File: src/rtl/mips_ctrl_pkg.sv
`default_nettype none
// ============================================================================
//  Module      : mips_ctrl_pkg
//  Description : Shared types and encodings for the multicycle MIPS control
//                FSM: state enum, opcode values, datapath select encodings
//                and the bundled control-output struct.
//  Options     : MC_CTRL_EXC_EN (consumed by the users of this package)
//  Revision    : 1.0 - initial release
// ============================================================================
package mips_ctrl_pkg;

  // One state per micro-step of an instruction.
  typedef enum logic [3:0] {
    S_INIT   = 4'd0,
    S_FETCH  = 4'd1,
    S_DECODE = 4'd2,
    S_EXEC   = 4'd3,
    S_RWB    = 4'd4,
    S_MADDR  = 4'd5,
    S_MRD    = 4'd6,
    S_MWB    = 4'd7,
    S_MWR    = 4'd8,
    S_BRANCH = 4'd9,
    S_JUMP   = 4'd10,
    S_JAL    = 4'd11,
    S_ADDI   = 4'd12,
    S_IWB    = 4'd13,
    S_LUI    = 4'd14,
    S_EXC    = 4'd15
  } state_t;

  // Opcodes (IR[31:26]).
  localparam logic [5:0] OP_RTYPE = 6'b000000;
  localparam logic [5:0] OP_LW    = 6'b100011;
  localparam logic [5:0] OP_SW    = 6'b101011;
  localparam logic [5:0] OP_BEQ   = 6'b000100;
  localparam logic [5:0] OP_J     = 6'b000010;
  localparam logic [5:0] OP_JAL   = 6'b000011;
  localparam logic [5:0] OP_ADDI  = 6'b001000;
  localparam logic [5:0] OP_LUI   = 6'b001111;

  // Register destination select.
  localparam logic [1:0] RD_RT  = 2'd0;
  localparam logic [1:0] RD_RD  = 2'd1;
  localparam logic [1:0] RD_R31 = 2'd2;

  // ALU operand B select.
  localparam logic [1:0] SRCB_B      = 2'd0;
  localparam logic [1:0] SRCB_FOUR   = 2'd1;
  localparam logic [1:0] SRCB_IMM    = 2'd2;
  localparam logic [1:0] SRCB_IMM_SH = 2'd3;

  // ALU operation.
  localparam logic [1:0] ALU_ADD   = 2'd0;
  localparam logic [1:0] ALU_SUB   = 2'd1;
  localparam logic [1:0] ALU_FUNCT = 2'd2;
  localparam logic [1:0] ALU_LUI   = 2'd3;

  // PC source select.
  localparam logic [1:0] PC_ALU    = 2'd0;
  localparam logic [1:0] PC_ALUOUT = 2'd1;
  localparam logic [1:0] PC_JUMP   = 2'd2;
  localparam logic [1:0] PC_EXC    = 2'd3;

  // Writeback mux select; codes 4-7 are reserved and never driven.
  localparam logic [2:0] WB_ALUOUT = 3'd0;
  localparam logic [2:0] WB_MDR    = 3'd1;
  localparam logic [2:0] WB_PC     = 3'd2;
  localparam logic [2:0] WB_LUI    = 3'd3;

  // Every datapath control produced by the output decoder.
  typedef struct packed {
    logic       pc_write;
    logic       pc_write_cond;
    logic       iord;
    logic       mem_read;
    logic       mem_write;
    logic       ir_write;
    logic       reg_write;
    logic [1:0] reg_dst;
    logic       alu_src_a;
    logic [1:0] alu_src_b;
    logic [1:0] alu_op;
    logic [1:0] pc_source;
    logic [2:0] wb_sel;
    logic       exc_illegal;
  } ctrl_t;

  // True for every opcode the decoder dispatches to a real instruction path.
  function automatic logic is_legal_op(input logic [5:0] op);
    case (op)
      OP_RTYPE, OP_LW, OP_SW, OP_BEQ, OP_J, OP_JAL, OP_ADDI, OP_LUI:
        is_legal_op = 1'b1;
      default:
        is_legal_op = 1'b0;
    endcase
  endfunction

endpackage
`default_nettype wire

File: src/rtl/mips_ctrl_outdec.sv
`default_nettype none
// ============================================================================
//  Module      : mips_ctrl_outdec
//  Description : Moore output decoder for the multicycle MIPS control FSM.
//                Only the fetch-stage PC/IR loads look at mem_ready so the
//                IR and PC update on the same edge the fetch completes.
//  Options     : MC_CTRL_EXC_EN enables the illegal-opcode exception state.
//  Revision    : 1.0 - initial release
// ============================================================================
module mips_ctrl_outdec
  import mips_ctrl_pkg::*;
(
  input  state_t i_state,
  input  logic   i_mem_ready,
  output ctrl_t  o_ctrl
);

  // Decode the control word from the current state; everything idles at 0.
  always_comb begin
    o_ctrl = '0;
    case (i_state)
      S_FETCH: begin
        o_ctrl.iord      = 1'b0;
        o_ctrl.mem_read  = 1'b1;
        o_ctrl.alu_src_a = 1'b0;
        o_ctrl.alu_src_b = SRCB_FOUR;
        o_ctrl.alu_op    = ALU_ADD;
        o_ctrl.pc_source = PC_ALU;
        o_ctrl.pc_write  = i_mem_ready;
        o_ctrl.ir_write  = i_mem_ready;
      end
      S_DECODE: begin
        // Precompute the branch target into ALUOut.
        o_ctrl.alu_src_a = 1'b0;
        o_ctrl.alu_src_b = SRCB_IMM_SH;
        o_ctrl.alu_op    = ALU_ADD;
      end
      S_EXEC: begin
        o_ctrl.alu_src_a = 1'b1;
        o_ctrl.alu_src_b = SRCB_B;
        o_ctrl.alu_op    = ALU_FUNCT;
      end
      S_RWB: begin
        o_ctrl.reg_write = 1'b1;
        o_ctrl.reg_dst   = RD_RD;
        o_ctrl.wb_sel    = WB_ALUOUT;
      end
      S_MADDR, S_ADDI: begin
        o_ctrl.alu_src_a = 1'b1;
        o_ctrl.alu_src_b = SRCB_IMM;
        o_ctrl.alu_op    = ALU_ADD;
      end
      S_MRD: begin
        o_ctrl.iord     = 1'b1;
        o_ctrl.mem_read = 1'b1;
      end
      S_MWB: begin
        o_ctrl.reg_write = 1'b1;
        o_ctrl.reg_dst   = RD_RT;
        o_ctrl.wb_sel    = WB_MDR;
      end
      S_MWR: begin
        o_ctrl.iord      = 1'b1;
        o_ctrl.mem_write = 1'b1;
      end
      S_BRANCH: begin
        o_ctrl.alu_src_a     = 1'b1;
        o_ctrl.alu_src_b     = SRCB_B;
        o_ctrl.alu_op        = ALU_SUB;
        o_ctrl.pc_write_cond = 1'b1;
        o_ctrl.pc_source     = PC_ALUOUT;
      end
      S_JUMP: begin
        o_ctrl.pc_write  = 1'b1;
        o_ctrl.pc_source = PC_JUMP;
      end
      S_JAL: begin
        o_ctrl.pc_write  = 1'b1;
        o_ctrl.pc_source = PC_JUMP;
        o_ctrl.reg_write = 1'b1;
        o_ctrl.reg_dst   = RD_R31;
        o_ctrl.wb_sel    = WB_PC;
      end
      S_IWB: begin
        o_ctrl.reg_write = 1'b1;
        o_ctrl.reg_dst   = RD_RT;
        o_ctrl.wb_sel    = WB_ALUOUT;
      end
      S_LUI: begin
        o_ctrl.reg_write = 1'b1;
        o_ctrl.reg_dst   = RD_RT;
        o_ctrl.wb_sel    = WB_LUI;
        o_ctrl.alu_op    = ALU_LUI;
      end
`ifdef MC_CTRL_EXC_EN
      S_EXC: begin
        o_ctrl.exc_illegal = 1'b1;
        o_ctrl.pc_write    = 1'b1;
        o_ctrl.pc_source   = PC_EXC;
      end
`endif
      default: begin
        o_ctrl = '0;
      end
    endcase
  end

endmodule
`default_nettype wire

File: src/rtl/mips_mc_control.sv
`default_nettype none
// ============================================================================
//  Module      : mips_mc_control
//  Description : Multicycle MIPS control FSM. Holds the state register, the
//                next-state logic and the retired-instruction counter; the
//                datapath controls come from mips_ctrl_outdec.
//  Options     : MC_CTRL_EXC_EN - illegal opcodes trap through S_EXC instead
//                of retiring as a NOP.
//  Revision    : 1.0 - initial release
// ============================================================================
module mips_mc_control
  import mips_ctrl_pkg::*;
#(
  parameter int CNT_W = 16
) (
  input  logic             clk,
  input  logic             rst_n,
  input  logic [5:0]       i_opcode,
  input  logic             i_zero,
  input  logic             i_mem_ready,
  output logic             o_pc_write,
  output logic             o_pc_write_cond,
  output logic             o_iord,
  output logic             o_mem_read,
  output logic             o_mem_write,
  output logic             o_ir_write,
  output logic             o_reg_write,
  output logic [1:0]       o_reg_dst,
  output logic             o_alu_src_a,
  output logic [1:0]       o_alu_src_b,
  output logic [1:0]       o_alu_op,
  output logic [1:0]       o_pc_source,
  output logic [2:0]       o_wb_sel,
  output logic             o_instr_done,
  output logic [CNT_W-1:0] o_instr_count,
  output logic             o_exc_illegal
);

  state_t            r_state;
  state_t            w_state_next;
  logic              w_retire;
  logic              r_is_lw;
  logic [CNT_W-1:0]  r_count;
  ctrl_t             w_ctrl;

  // The zero flag is applied by the datapath through pc_write_cond; the
  // controller itself never branches on it.
  logic              w_zero_unused;
  assign w_zero_unused = i_zero;

  // State register; reset aborts any instruction in flight.
  always_ff @(posedge clk or negedge rst_n) begin
    if (!rst_n) begin
      r_state <= S_INIT;
    end else begin
      r_state <= w_state_next;
    end
  end

  // Next state and retirement detect.
  always_comb begin
    w_state_next = r_state;
    w_retire     = 1'b0;
    case (r_state)
      S_INIT: begin
        w_state_next = S_FETCH;
      end
      S_FETCH: begin
        if (i_mem_ready) begin
          w_state_next = S_DECODE;
        end
      end
      S_DECODE: begin
        case (i_opcode)
          OP_RTYPE:     w_state_next = S_EXEC;
          OP_LW, OP_SW: w_state_next = S_MADDR;
          OP_BEQ:       w_state_next = S_BRANCH;
          OP_J:         w_state_next = S_JUMP;
          OP_JAL:       w_state_next = S_JAL;
          OP_ADDI:      w_state_next = S_ADDI;
          OP_LUI:       w_state_next = S_LUI;
          default: begin
`ifdef MC_CTRL_EXC_EN
            w_state_next = S_EXC;
`else
            // Unknown opcodes behave as a NOP and still retire.
            w_state_next = S_FETCH;
            w_retire     = !is_legal_op(i_opcode);
`endif
          end
        endcase
      end
      S_EXEC: begin
        w_state_next = S_RWB;
      end
      S_MADDR: begin
        w_state_next = r_is_lw ? S_MRD : S_MWR;
      end
      S_MRD: begin
        if (i_mem_ready) begin
          w_state_next = S_MWB;
        end
      end
      S_MWR: begin
        if (i_mem_ready) begin
          w_state_next = S_FETCH;
          w_retire     = 1'b1;
        end
      end
      S_ADDI: begin
        w_state_next = S_IWB;
      end
      S_RWB, S_MWB, S_IWB, S_BRANCH, S_JUMP, S_JAL, S_LUI: begin
        w_state_next = S_FETCH;
        w_retire     = 1'b1;
      end
      S_EXC: begin
        // Trap completes without counting as a retired instruction.
        w_state_next = S_FETCH;
      end
      default: begin
        w_state_next = S_INIT;
      end
    endcase
  end

  // Remember load vs store at decode, since the opcode is only valid there.
  always_ff @(posedge clk or negedge rst_n) begin
    if (!rst_n) begin
      r_is_lw <= 1'b0;
    end else if (r_state == S_DECODE) begin
      r_is_lw <= (i_opcode == OP_LW);
    end
  end

  // Retired-instruction counter, wrapping silently.
  always_ff @(posedge clk or negedge rst_n) begin
    if (!rst_n) begin
      r_count <= '0;
    end else if (w_retire) begin
      r_count <= r_count + 1'b1;
    end
  end

  mips_ctrl_outdec u_outdec (
    .i_state     (r_state),
    .i_mem_ready (i_mem_ready),
    .o_ctrl      (w_ctrl)
  );

  assign o_pc_write      = w_ctrl.pc_write;
  assign o_pc_write_cond = w_ctrl.pc_write_cond;
  assign o_iord          = w_ctrl.iord;
  assign o_mem_read      = w_ctrl.mem_read;
  assign o_mem_write     = w_ctrl.mem_write;
  assign o_ir_write      = w_ctrl.ir_write;
  assign o_reg_write     = w_ctrl.reg_write;
  assign o_reg_dst       = w_ctrl.reg_dst;
  assign o_alu_src_a     = w_ctrl.alu_src_a;
  assign o_alu_src_b     = w_ctrl.alu_src_b;
  assign o_alu_op        = w_ctrl.alu_op;
  assign o_pc_source     = w_ctrl.pc_source;
  assign o_wb_sel        = w_ctrl.wb_sel;
  assign o_exc_illegal   = w_ctrl.exc_illegal;
  assign o_instr_done    = w_retire;
  assign o_instr_count   = r_count;

endmodule
`default_nettype wire

File: config.mk
export PLATFORM = sky130hd
export DESIGN_NAME = mips_mc_control
export DESIGN_NICKNAME = d
export VERILOG_FILES = /design/src/rtl/mips_ctrl_pkg.sv /design/src/rtl/mips_ctrl_outdec.sv /design/src/rtl/mips_mc_control.sv
export SDC_FILE = /design/constraint.sdc
export NUM_CORES = 1
export LEC_CHECK = 0
export CORE_MARGIN = 2
export CORE_UTILIZATION = 52
export CTS_BUF_LIST = sky130_fd_sc_hd__clkbuf_8
export DETAILED_ROUTE_END_ITERATION = 10
export HOLD_SLACK_MARGIN = 0.08
export PLACE_DENSITY = 0.87
export RECOVER_POWER = 50
export SLEW_MARGIN = 20
export SYNTH_ARGS = -nofsm -noshare
export SYNTH_HDL_FRONTEND = slang
export SYNTH_SLANG_ARGS = --single-unit
File: constraint.sdc
create_clock -name clk -period 4.81 [get_ports clk]
set_input_delay 0.7215 -clock clk [delete_from_list [all_inputs] [get_ports clk]]
set_output_delay 0.7215 -clock clk [all_outputs]
set_load 0.01 [all_outputs]
[After elaboration in Yosys (flattened, before gate mapping)]
Cells that the tools add are included.
Word-level totals
  register bits after elaboration: 21
  logic and storage cells: 65
Cells by class
  add/sub/neg operators: 1
  equality and inequality tests: 25
  mux-type cells: 22
  reduce and logical (&&, ||, !) cells: 14
Operator list (number)
  $eq 4x4->1 const B: 8
  $pmux 4 s8: 1
  $pmux 4 s7: 1
  $add 16x1->16 const B: 1
  $eq 4x3->1 const B: 4
  $mux 4: 4
  $eq 6x2->1 const B: 2
  $eq 6x4->1 const B: 2
  $eq 6x6->1 const B: 2
  $pmux 2 s3: 2
  $pmux 3 s4: 1
  $reduce_or 2->1: 6
  $mux 1: 9
  $pmux 3 s3: 1
  $reduce_or 9->1: 1
  $eq 4x2->1 const B: 2
  $reduce_or 8->1: 1
  $reduce_or 7->1: 1
  $eq 6x3->1 const B: 1
  $logic_not 6->1: 1
  $ne 2x2->1 const B: 3
  $eq 4x1->1 const B: 1
  $logic_not 4->1: 1
  $pmux 2 s2: 1
  other kinds (5): 5

[Longest topological paths before layout]
Gate-level depths: netlist of the first run.
  word-level depth: 7
  gate-level depth with buffers: 7
  gate-level depth less buffers: 5

[Hierarchy]
From an unflattened synthesis of the first run, not the netlist that was laid out.
Unflattened totals
  cells, all modules: 176
  area total of the unflattened synthesis: 1601.5 sq um
Modules (own cells, without submodules)
  mips_mc_control: times used 1, cells an instance 128, area an instance 1270.0 sq um
  mips_ctrl_outdec: times used 1, cells an instance 48, area an instance 331.6 sq um

[Worst setup path before layout of the first run]
Ideal clock, no wire load.
  kind: in2out
  from: in i_opcode[3]
  to: out o_instr_done
  arrival time: 1.765 ns
  required time: 4.089 ns
  slack: 2.323 ns
  stages on the path: 6
  buffers on the path: 1
  cells stage by stage: buf_2 -> or3b_1 -> nand4_1 -> a21oi_4 -> nor2_1 -> inv_1
Between the ends
  word-level cells in the longest chain between the ends: 4
  elaborated cells between the ends (all ways): 11
RTL lines
  start: declaration: RTL line mips_mc_control.sv:18  | input logic [5:0] i_opcode,
  $eq 6x6->1 (tied with other cells): RTL line mips_ctrl_pkg.sv:91, mips_mc_control.sv:74
  $reduce_or 8->1 (no line) (*)
  $mux 1 (*): RTL line mips_mc_control.sv:74  | case (i_opcode)
  $pmux 1 s3 (*): RTL line mips_mc_control.sv:64  | case (r_state)
  end: declaration: RTL line mips_mc_control.sv:34  | output logic o_instr_done,
Mark *: on every way between the ends. The rest lies on a longest branch, timed or not.

[Worst setup path in the final report of the first run]
  from: in i_opcode[2]
  to: out o_instr_done
Same word-level chain as after synthesis.

==> results of run 1 <==
state kept, by name, indices dropped and copies added, names as in the netlist:
signal,count
o_instr_count,16
r_state,4
r_is_lw,1
stage by stage:
| step | cells | hold slack [ns] | setup slack, ns |
|---|---|---|---|
| floorplan | 170 | 0.426 | 2.32 |
| global placement | 228 | 0.458 | 1.19 |
| detailed placement | 228 | 0.486 | 1.12 |
| CTS | 232 | 0.497 | 1.12 |
| global route | 232 | 0.511 | 0.881 |
| finish | 232 | 0.489 | 1.04 |
worst min-delay path by stage:
stage	startpoint	endpoint	slack [ns]	cells after the start
after floorplan	rst_n	o_instr_count[0]	0.43	0
after global placement	o_instr_count[15]	o_instr_count[15]	0.46	1
after detailed placement	o_instr_count[10]	o_instr_count[10]	0.49	1
after CTS	o_instr_count[15]	o_instr_count[15]	0.50	1
after global routing	o_instr_count[6]	o_instr_count[6]	0.51	1
final	o_instr_count[15]	o_instr_count[15]	0.49	1
placed cells by master, fill, tap and decap left out, types with 4 or more instances in the layout:
cell             count
dlygate4sd3_1       16
nand2_1             12
o211ai_2             4
o2111ai_1            4
dfrtp_1             21
and3_1               4
o22ai_1              4
nor2_1              19
a21oi_1              9
xnor2_1             19
clkdlybuf4s50_1     27
metal layers:
metal / GRT usage / routed length, um
met1: 0.293 / 1510
met2: 0.348 / 1690
met3: 0.0659 / 213
met4: 0.0731 / 44
met5: 0 / 0
area by class of cell:
class                           count  area share
Sequential cell                    21       0.269
Multi-Input combinational cell    130       0.460
Timing Repair Buffer               43       0.220
Inverter                            3     0.00577
Tap cell                           31      0.0199
Clock inverter                      1     0.00384
Clock buffer                        3      0.0211
power by group:
group | total (W) | leakage, nW | switching (W) | internal (W)
Clock | 0.000116 | 0.0217 | 0.0000579 | 0.0000585
Sequential | 0.000318 | 0.278 | 0.000100 | 0.000217
Combinational | 0.000539 | 0.529 | 0.000260 | 0.000278
Yosys cell counts (all sizes together) (4+ instances only):
cell type	number	area, um^2
xnor2	19	166
dfrtp	21	526
nor2	19	71.3
o22ai	4	25.0
nand2b	4	27.5
and3	4	25.0
a21oi	10	61.3
o211ai	7	72.6
clkbuf	6	23.8
buf	10	75.1
nand2	12	45.0
o2111ai	5	50.0
cell families after synthesis:
family          after synthesis  share of synthesized area
simple gates                 58                      0.201
xor+xnor                     20                      0.114
other cells                   1                    0.00244
compound gates               47                      0.246
mux                           2                     0.0139
buf+inv                      19                     0.0718
fa+ha+maj                     1                    0.00816
flops                        21                      0.343
worst register-to-register path, delay by kind of cell, from the launching register on:
kind             cells  cell delay, ns
AO/OA/AOI/OAI        2            0.77
flip-flops           1            0.76
AND/OR/NAND/NOR      2            0.54
multiplexers         1            0.36
==> results_dict.tcl, run 1 <==
set metrics [dict create \
    overflow 0 \
    grt_pass1_wl_um 5820 \
    tritoncts "done" \
    clk_path_buf_depth 2 \
    hold_violations 0 \
    crit_family "buffers and inverters" \
    utilization 0.702 \
    ys_seq_area_frac 0.343 \
    first_global_vias 1267 \
    numClockSinks 21 \
    synth_cell_type_count 52 \
    vias_per_cell 5.97 \
    antenna_cells 0 \
    finalPower_w 0.000973 \
    status "finished, final reports clean" \
    final_cell_area_um2 1950 \
    path_class "input port to output port" \
    route.detailed.drc 0 \
    r2r_start "r_state[1]" \
    crit_chain "dlygate4sd3_1 > nand4b_1 > nand4_1 > a21oi_4 > nor2_1 > inv_1 > clkdlybuf4s50_1" \
    syn_to_final_growth_pct 27.3 \
    rows 19 \
    setup_viol 0 \
    power_density_nw_per_um2 498 \
    async_flop_share 1.00 \
    tightest_slew_ns 0.926 \
    slowest_stage "dlygate4sd3_1" \
    startpoint_type "input port" \
    drv_cap 0 \
    crit_required_ns 4.09 \
    multi_input_area_um2 898 \
    min-delay-path-class "flip-flop to flip-flop" \
    fin_skew_ns 0.00496 \
    fill_cells 234 \
    cts_hold_buf 0 \
    path_clk_slew_ns 0.07 \
    cpPeakStageDelay_ns 0.73 \
    ir_worst_vdd_uv 441 \
    cts.repair.resized 0 \
    die_area_um2 3400 \
    cp-startpoint "i_opcode[2]" \
    seq_area_um2 526 \
    grt_antenna_before_repair 0 \
    synth-seq-cells 21 \
    worst_setup_path_end_kind "output port" \
    leakage_nw 0.828 \
    cts_root_buf "clkbuf_8" \
    start_util 0.552 \
    r2r_slack_ns 2.28 \
    r2r-end "o_instr_count[1]" \
    core_um2 2780 \
    setup.worst_path.end "o_instr_done" \
    dpl-instance-area_um2 1910 \
    vias 1386 \
    nets 213 \
    htree_levels 1 \
    port_buffers 43 \
    fmax_mhz 265 \
    syn_inst 169 \
    dp_hpwl_um 2570 \
    relSlewSlack 0.380 \
    synth_edf_count 0 \
    ant_nets 0 \
    finalCritPeriodShare 0.784 \
    critPathMaxFanout 15 \
    routed_wl_um 3460 \
    crit_cells 7 \
    rsz0062_at_grt "false" \
    postCtsSetupBuffers 0 \
    io_pins 47 \
    fin_crit_ns 3.77 \
    wl_per_cell_um 14.9 \
    slew_violations 0 \
    syn_area_um2 1530 \
    gp_congestion 0.845 \
    r2r_cells 5 \
    syn_avg_cell_area_um2 9.08 \
    dieHeight_um 58.3 \
    critPathArrivalTime_ns 3.05 \
    drt_pass1_iterations 4 \
    drt-initial-drc-count 43 \
    drive_above_1_share 0.0647 \
    synth_warnings 0 \
    grt_max_degree 25 \
    insertion_delay_ns 0.26 \
    grt_usage 0.221 \
    cts_buffers 3 \
    path_buf_inv 3 \
    tns_ns 0 \
    synth_ff_type "dfrtp_1" \
    die_w_um 58.3 \
]
Power figures use the tool's default switching activity.
==> run 2: changes to the inputs <==
--- a/config.mk
+++ b/config.mk
@@ -6,11 +6,11 @@
 export NUM_CORES = 1
 export LEC_CHECK = 0
 export CORE_MARGIN = 2
-export CORE_UTILIZATION = 52
+export CORE_UTILIZATION = 48
 export CTS_BUF_LIST = sky130_fd_sc_hd__clkbuf_8
 export DETAILED_ROUTE_END_ITERATION = 10
 export HOLD_SLACK_MARGIN = 0.08
-export PLACE_DENSITY = 0.87
+export PLACE_DENSITY = 0.81
 export RECOVER_POWER = 50
 export SLEW_MARGIN = 20
 export SYNTH_ARGS = -nofsm -noshare
==> constraint.sdc (replaced) <==
create_clock -name clk -period 3.9 [get_ports clk]
set_input_delay 0.585 -clock clk [delete_from_list [all_inputs] [get_ports clk]]
set_output_delay 0.585 -clock clk [all_outputs]
set_load 0.01 [all_outputs]
==> run 2 against run 1 <==
Against the previous run: clock power grew 17%; final area grew 1.8%; first-iteration DRC count grew 79%; critical endpoint unchanged; wire length grew 1.4%; largest cell class unchanged; critical path type unchanged.
==> results_dict.tcl, run 2 (synthesis results as in run 1) <==
set metrics [dict create \
    fin_crit_ns 3.49 \
    syn_to_final_growth_pct 29.6 \
    start_util 0.502 \
    gp_congestion 0.849 \
    ant_nets 0 \
    critPathMaxFanout 15 \
    nets 216 \
    overflow 0 \
    antenna_cells 0 \
    finalCritPeriodShare 0.895 \
    dp_hpwl_um 2610 \
    drt_pass1_iterations 4 \
    holdPathStages 1 \
    routed_wl_um 3510 \
    crit_required_ns 3.31 \
    die_w_um 60.5 \
    setup_viol 0 \
    fin_skew_ns 0.00121 \
    final_common_cell "clkdlybuf4s50_1" \
    postCtsSetupBuffers 0 \
    numClockSinks 21 \
    port_buffers 43 \
    rows 20 \
    status "finished, final reports clean" \
    grt_usage 0.202 \
    cts_root_buf "clkbuf_8" \
    core_um2 3050 \
    cts.repair.resized 0 \
    min-delay-path-class "flip-flop to flip-flop" \
    tns_ns 0 \
    insertion_delay_ns 0.26 \
    die_area_um2 3660 \
    clk_path_buf_depth 2 \
    critPathArrivalTime_ns 2.91 \
    drv_cap 0 \
    route.detailed.drc 0 \
    cts_hold_buf 0 \
    path_clk_slew_ns 0.07 \
    htree_levels 1 \
    leakage_nw 0.846 \
    r2r_cells 4 \
    grt_antenna_before_repair 0 \
    wl_per_cell_um 14.1 \
    tritoncts "done" \
    ir_worst_vdd_uv 365 \
    io_pins 47 \
    slew_violations 0 \
    rsz0062_at_grt "false" \
    grt_pass1_wl_um 5700 \
    setup_slack_ns 0.409 \
    vias_per_cell 5.65 \
    mostFrequentLayoutCells "clkdlybuf4s50_1 (27), dfrtp_1 (21), nor2_1 (19), xnor2_1 (19), dlygate4sd3_1 (16)" \
    fmax_mhz 286 \
    startpoint_type "input port" \
    largest_reg_flops 16 \
    dpl-instance-area_um2 1950 \
    dieHeight_um 60.5 \
    tightest_slew_ns 0.895 \
    drt-initial-drc-count 77 \
    path_class "input port to output port" \
    preCtsSetupSlack_ns 0.487 \
    power_density_nw_per_um2 612 \
    worst_setup_path_end_kind "output port" \
    relSlewSlack 0.401 \
    first_global_vias 1292 \
    cts_buffers 3 \
    hold_violations 0 \
    vias 1400 \
    drive_above_1_share 0.0735 \
    grt_max_degree 24 \
    final_cell_area_um2 1990 \
]
[run 2: worst paths after layout]
check | slack [ns] | from | to
min in group asynchronous | 0.90 | rst_n | o_instr_count[14]
min reg2reg | 0.49 | o_instr_count[6] | o_instr_count[6]
max in group asynchronous | 2.45 | rst_n | o_instr_count[6]
max reg2reg | 1.64 | r_state[2] | o_instr_count[1]
max | 0.41 | i_opcode[2] | o_instr_done
min | 0.49 | o_instr_count[6] | o_instr_count[6]
[run 2: routing by layer]
metal	part of all wire	track usage	vias to the layer above
met1	0.41	0.250	657
li1	-	-	679
met5	0	0	-
met3	0.064	0.0235	7
met2	0.51	0.359	57
met4	0.017	0.0807	0
[run 2: layout make-up]
cell class	instances	area (um^2)
Tap cell	44	55.1
Fill cell	275	1060
Clock inverter	1	3.75
Clock buffer	3	41.3
Timing Repair Buffer	46	453
Inverter	3	11.3
Sequential cell	21	526
Multi-Input combinational cell	130	898
[run 2: power breakdown]
part	switching [W]	internal, W
Sequential	0.0000810	0.000269
Combinational	0.000368	0.000363
Clock	0.0000655	0.0000701
Total	0.000515	0.000702
[run 2: metrics by stage]
stage          cells  total power (W)  utilization  hold WS [ns]
3_5_place_dp     244          0.00109        0.638         0.488
6_report         248          0.00122        0.651         0.491
4_1_cts          248          0.00123        0.652         0.502
5_1_grt          248          0.00130        0.651         0.518
2_1_floorplan    170         0.000821            -         0.289
3_3_place_gp     244          0.00108        0.638         0.458
[run 2: worst max-delay path, stage by stage]
cell	delay [ns]
dlygate4sd3_1	0.73
nand4b_1	0.21
nand4_1	0.16
a21oi_4	0.43
nor2_1	0.17
inv_1	0.09
clkdlybuf4s50_1	0.53
==> run 3: changes to the inputs <==
--- a/config.mk
+++ b/config.mk
@@ -5,7 +5,8 @@
 export SDC_FILE = /design/constraint.sdc
 export NUM_CORES = 1
 export LEC_CHECK = 0
-export CORE_MARGIN = 2
+export CAP_MARGIN = 10
+export CORE_MARGIN = 4
 export CORE_UTILIZATION = 48
 export CTS_BUF_LIST = sky130_fd_sc_hd__clkbuf_8
 export DETAILED_ROUTE_END_ITERATION = 10
==> run 3 against run 2 <==
Against the previous run: register-to-register slack worse by 0.13 ns; wire length is 4.9% higher; sequential share of layout area rose by 0.20 points; largest cell class unchanged; largest power group unchanged.
==> results_dict.tcl, run 3 (synthesis results as in run 1) <==
set metrics [dict create \
    largest_reg_flops 16 \
    first_global_vias 1351 \
    leakage_nw 0.835 \
    mostFrequentLayoutCells "clkdlybuf4s50_1 (27), dfrtp_1 (21), nor2_1 (19), xnor2_1 (19), dlygate4sd3_1 (16)" \
    route.detailed.drc 0 \
    overflow 0 \
    holdWs_ns 0.466 \
    gp_congestion 0.869 \
    clk_path_buf_depth 2 \
    fin_crit_ns 3.47 \
    critPathArrivalTime_ns 2.88 \
    grt_antenna_before_repair 0 \
    fmax_mhz 289 \
    htree_levels 1 \
    syn_to_final_growth_pct 28.6 \
    die_area_um2 4160 \
    insertion_delay_ns 0.26 \
    hold_violations 0 \
    die_w_um 64.5 \
    core_um2 3050 \
    fill_cells 274 \
    power_density_nw_per_um2 610 \
    finalPower_w 0.00120 \
    start_util 0.502 \
    worst_setup_path_end_kind "output port" \
    tightest_slew_ns 0.916 \
    fin_skew_ns 0.00353 \
    final_common_cell "clkdlybuf4s50_1" \
    critPathMaxFanout 15 \
    ant_nets 0 \
    drt-initial-drc-count 100 \
    cts_hold_buf 0 \
    numClockSinks 21 \
    rows 20 \
    vias_per_cell 5.75 \
    vias 1414 \
    crit_required_ns 3.31 \
    cts_root_buf "clkbuf_8" \
    finalCritPeriodShare 0.889 \
    antenna_cells 0 \
    utilization 0.646 \
    io_pins 47 \
    relSlewSlack 0.387 \
    drive_above_1_share 0.0644 \
    path_clk_slew_ns 0.07 \
    path_class "input port to output port" \
    dieHeight_um 64.5 \
    dp_hpwl_um 2710 \
    postCtsSetupBuffers 0 \
    ir_worst_vdd_uv 419 \
    grt_max_degree 25 \
    port_buffers 43 \
    status "finished, final reports clean" \
    cts_buffers 3 \
    nets 214 \
    min-delay-path-class "flip-flop to flip-flop" \
    tritoncts "done" \
    startpoint_type "input port" \
    wl_per_cell_um 15.0 \
    slew_violations 0 \
    grt_usage 0.180 \
    setup_viol 0 \
    drt_pass1_iterations 4 \
    routed_wl_um 3680 \
    rsz0062_at_grt "false" \
    tns_ns 0 \
    grt_pass1_wl_um 6160 \
    cts.repair.resized 0 \
    drv_cap 0 \
]
-- run 3: cell count changes in the layout (fill, tap and decap cells not counted) --
cell / change
buf_4: -2
-- run 3: area by class of cell --
cell class,count,area (um^2),share of cell area
Multi-Input combinational cell,130,898,0.455
Sequential cell,21,526,0.266
Timing Repair Buffer,44,438,0.222
Tap cell,44,55.1,0.0279
Clock buffer,3,41.3,0.0209
Inverter,3,11.3,0.00571
Clock inverter,1,3.75,0.00190
-- run 3: critical path, cell delays in order --
cell and delay, ns:
dlygate4sd3_1 0.73, or3b_1 0.19, nand4_1 0.15, a21oi_4 0.43, nor2_1 0.16, inv_1 0.09, clkdlybuf4s50_1 0.53
-- run 3: per-layer routing --
metal / global-route usage / up-vias / wire [um]
met4: 0.0712 / 0 / 93
met3: 0.0381 / 9 / 237
met2: 0.313 / 65 / 1750
met1: 0.215 / 660 / 1600
met5: 0 / - / 0
li1: - / 680 / -
-- run 3: path summary, 6_finish.rpt --
| path | start | endpoint | slack (ns) | cells after the start |
|---|---|---|---|---|
| worst min-delay path | o_instr_count[15] | o_instr_count[15] | 0.47 | 1 |
| min in group asynchronous | rst_n | r_state[1] | 0.90 | 1 |
| worst max register to register | r_state[0] | o_instr_count[1] | 1.51 | 4 |
| worst max-delay path | i_opcode[3] | o_instr_done | 0.43 | 7 |
| max in group asynchronous | rst_n | o_instr_count[5] | 2.44 | 1 |
| worst min register to register | o_instr_count[15] | o_instr_count[15] | 0.47 | 1 |
-- run 3: per-stage QoR --
step                std cells  worst slack [ns]  cell area, um^2
global placement          242             0.540             1930
CTS                       246             0.463             1980
global route              246             0.306             1970
detailed placement        242             0.462             1930
finish                    246             0.434             1970
floorplan                 170              1.69             1540
-- run 3: where the power goes --
part / internal [W] / switching (W) / leakage (nW)
Sequential: 0.000268 / 0.000111 / 0.278
Combinational: 0.000348 / 0.000338 / 0.530
Clock: 0.0000702 / 0.0000685 / 0.0269
Total: 0.000686 / 0.000518 / 0.835
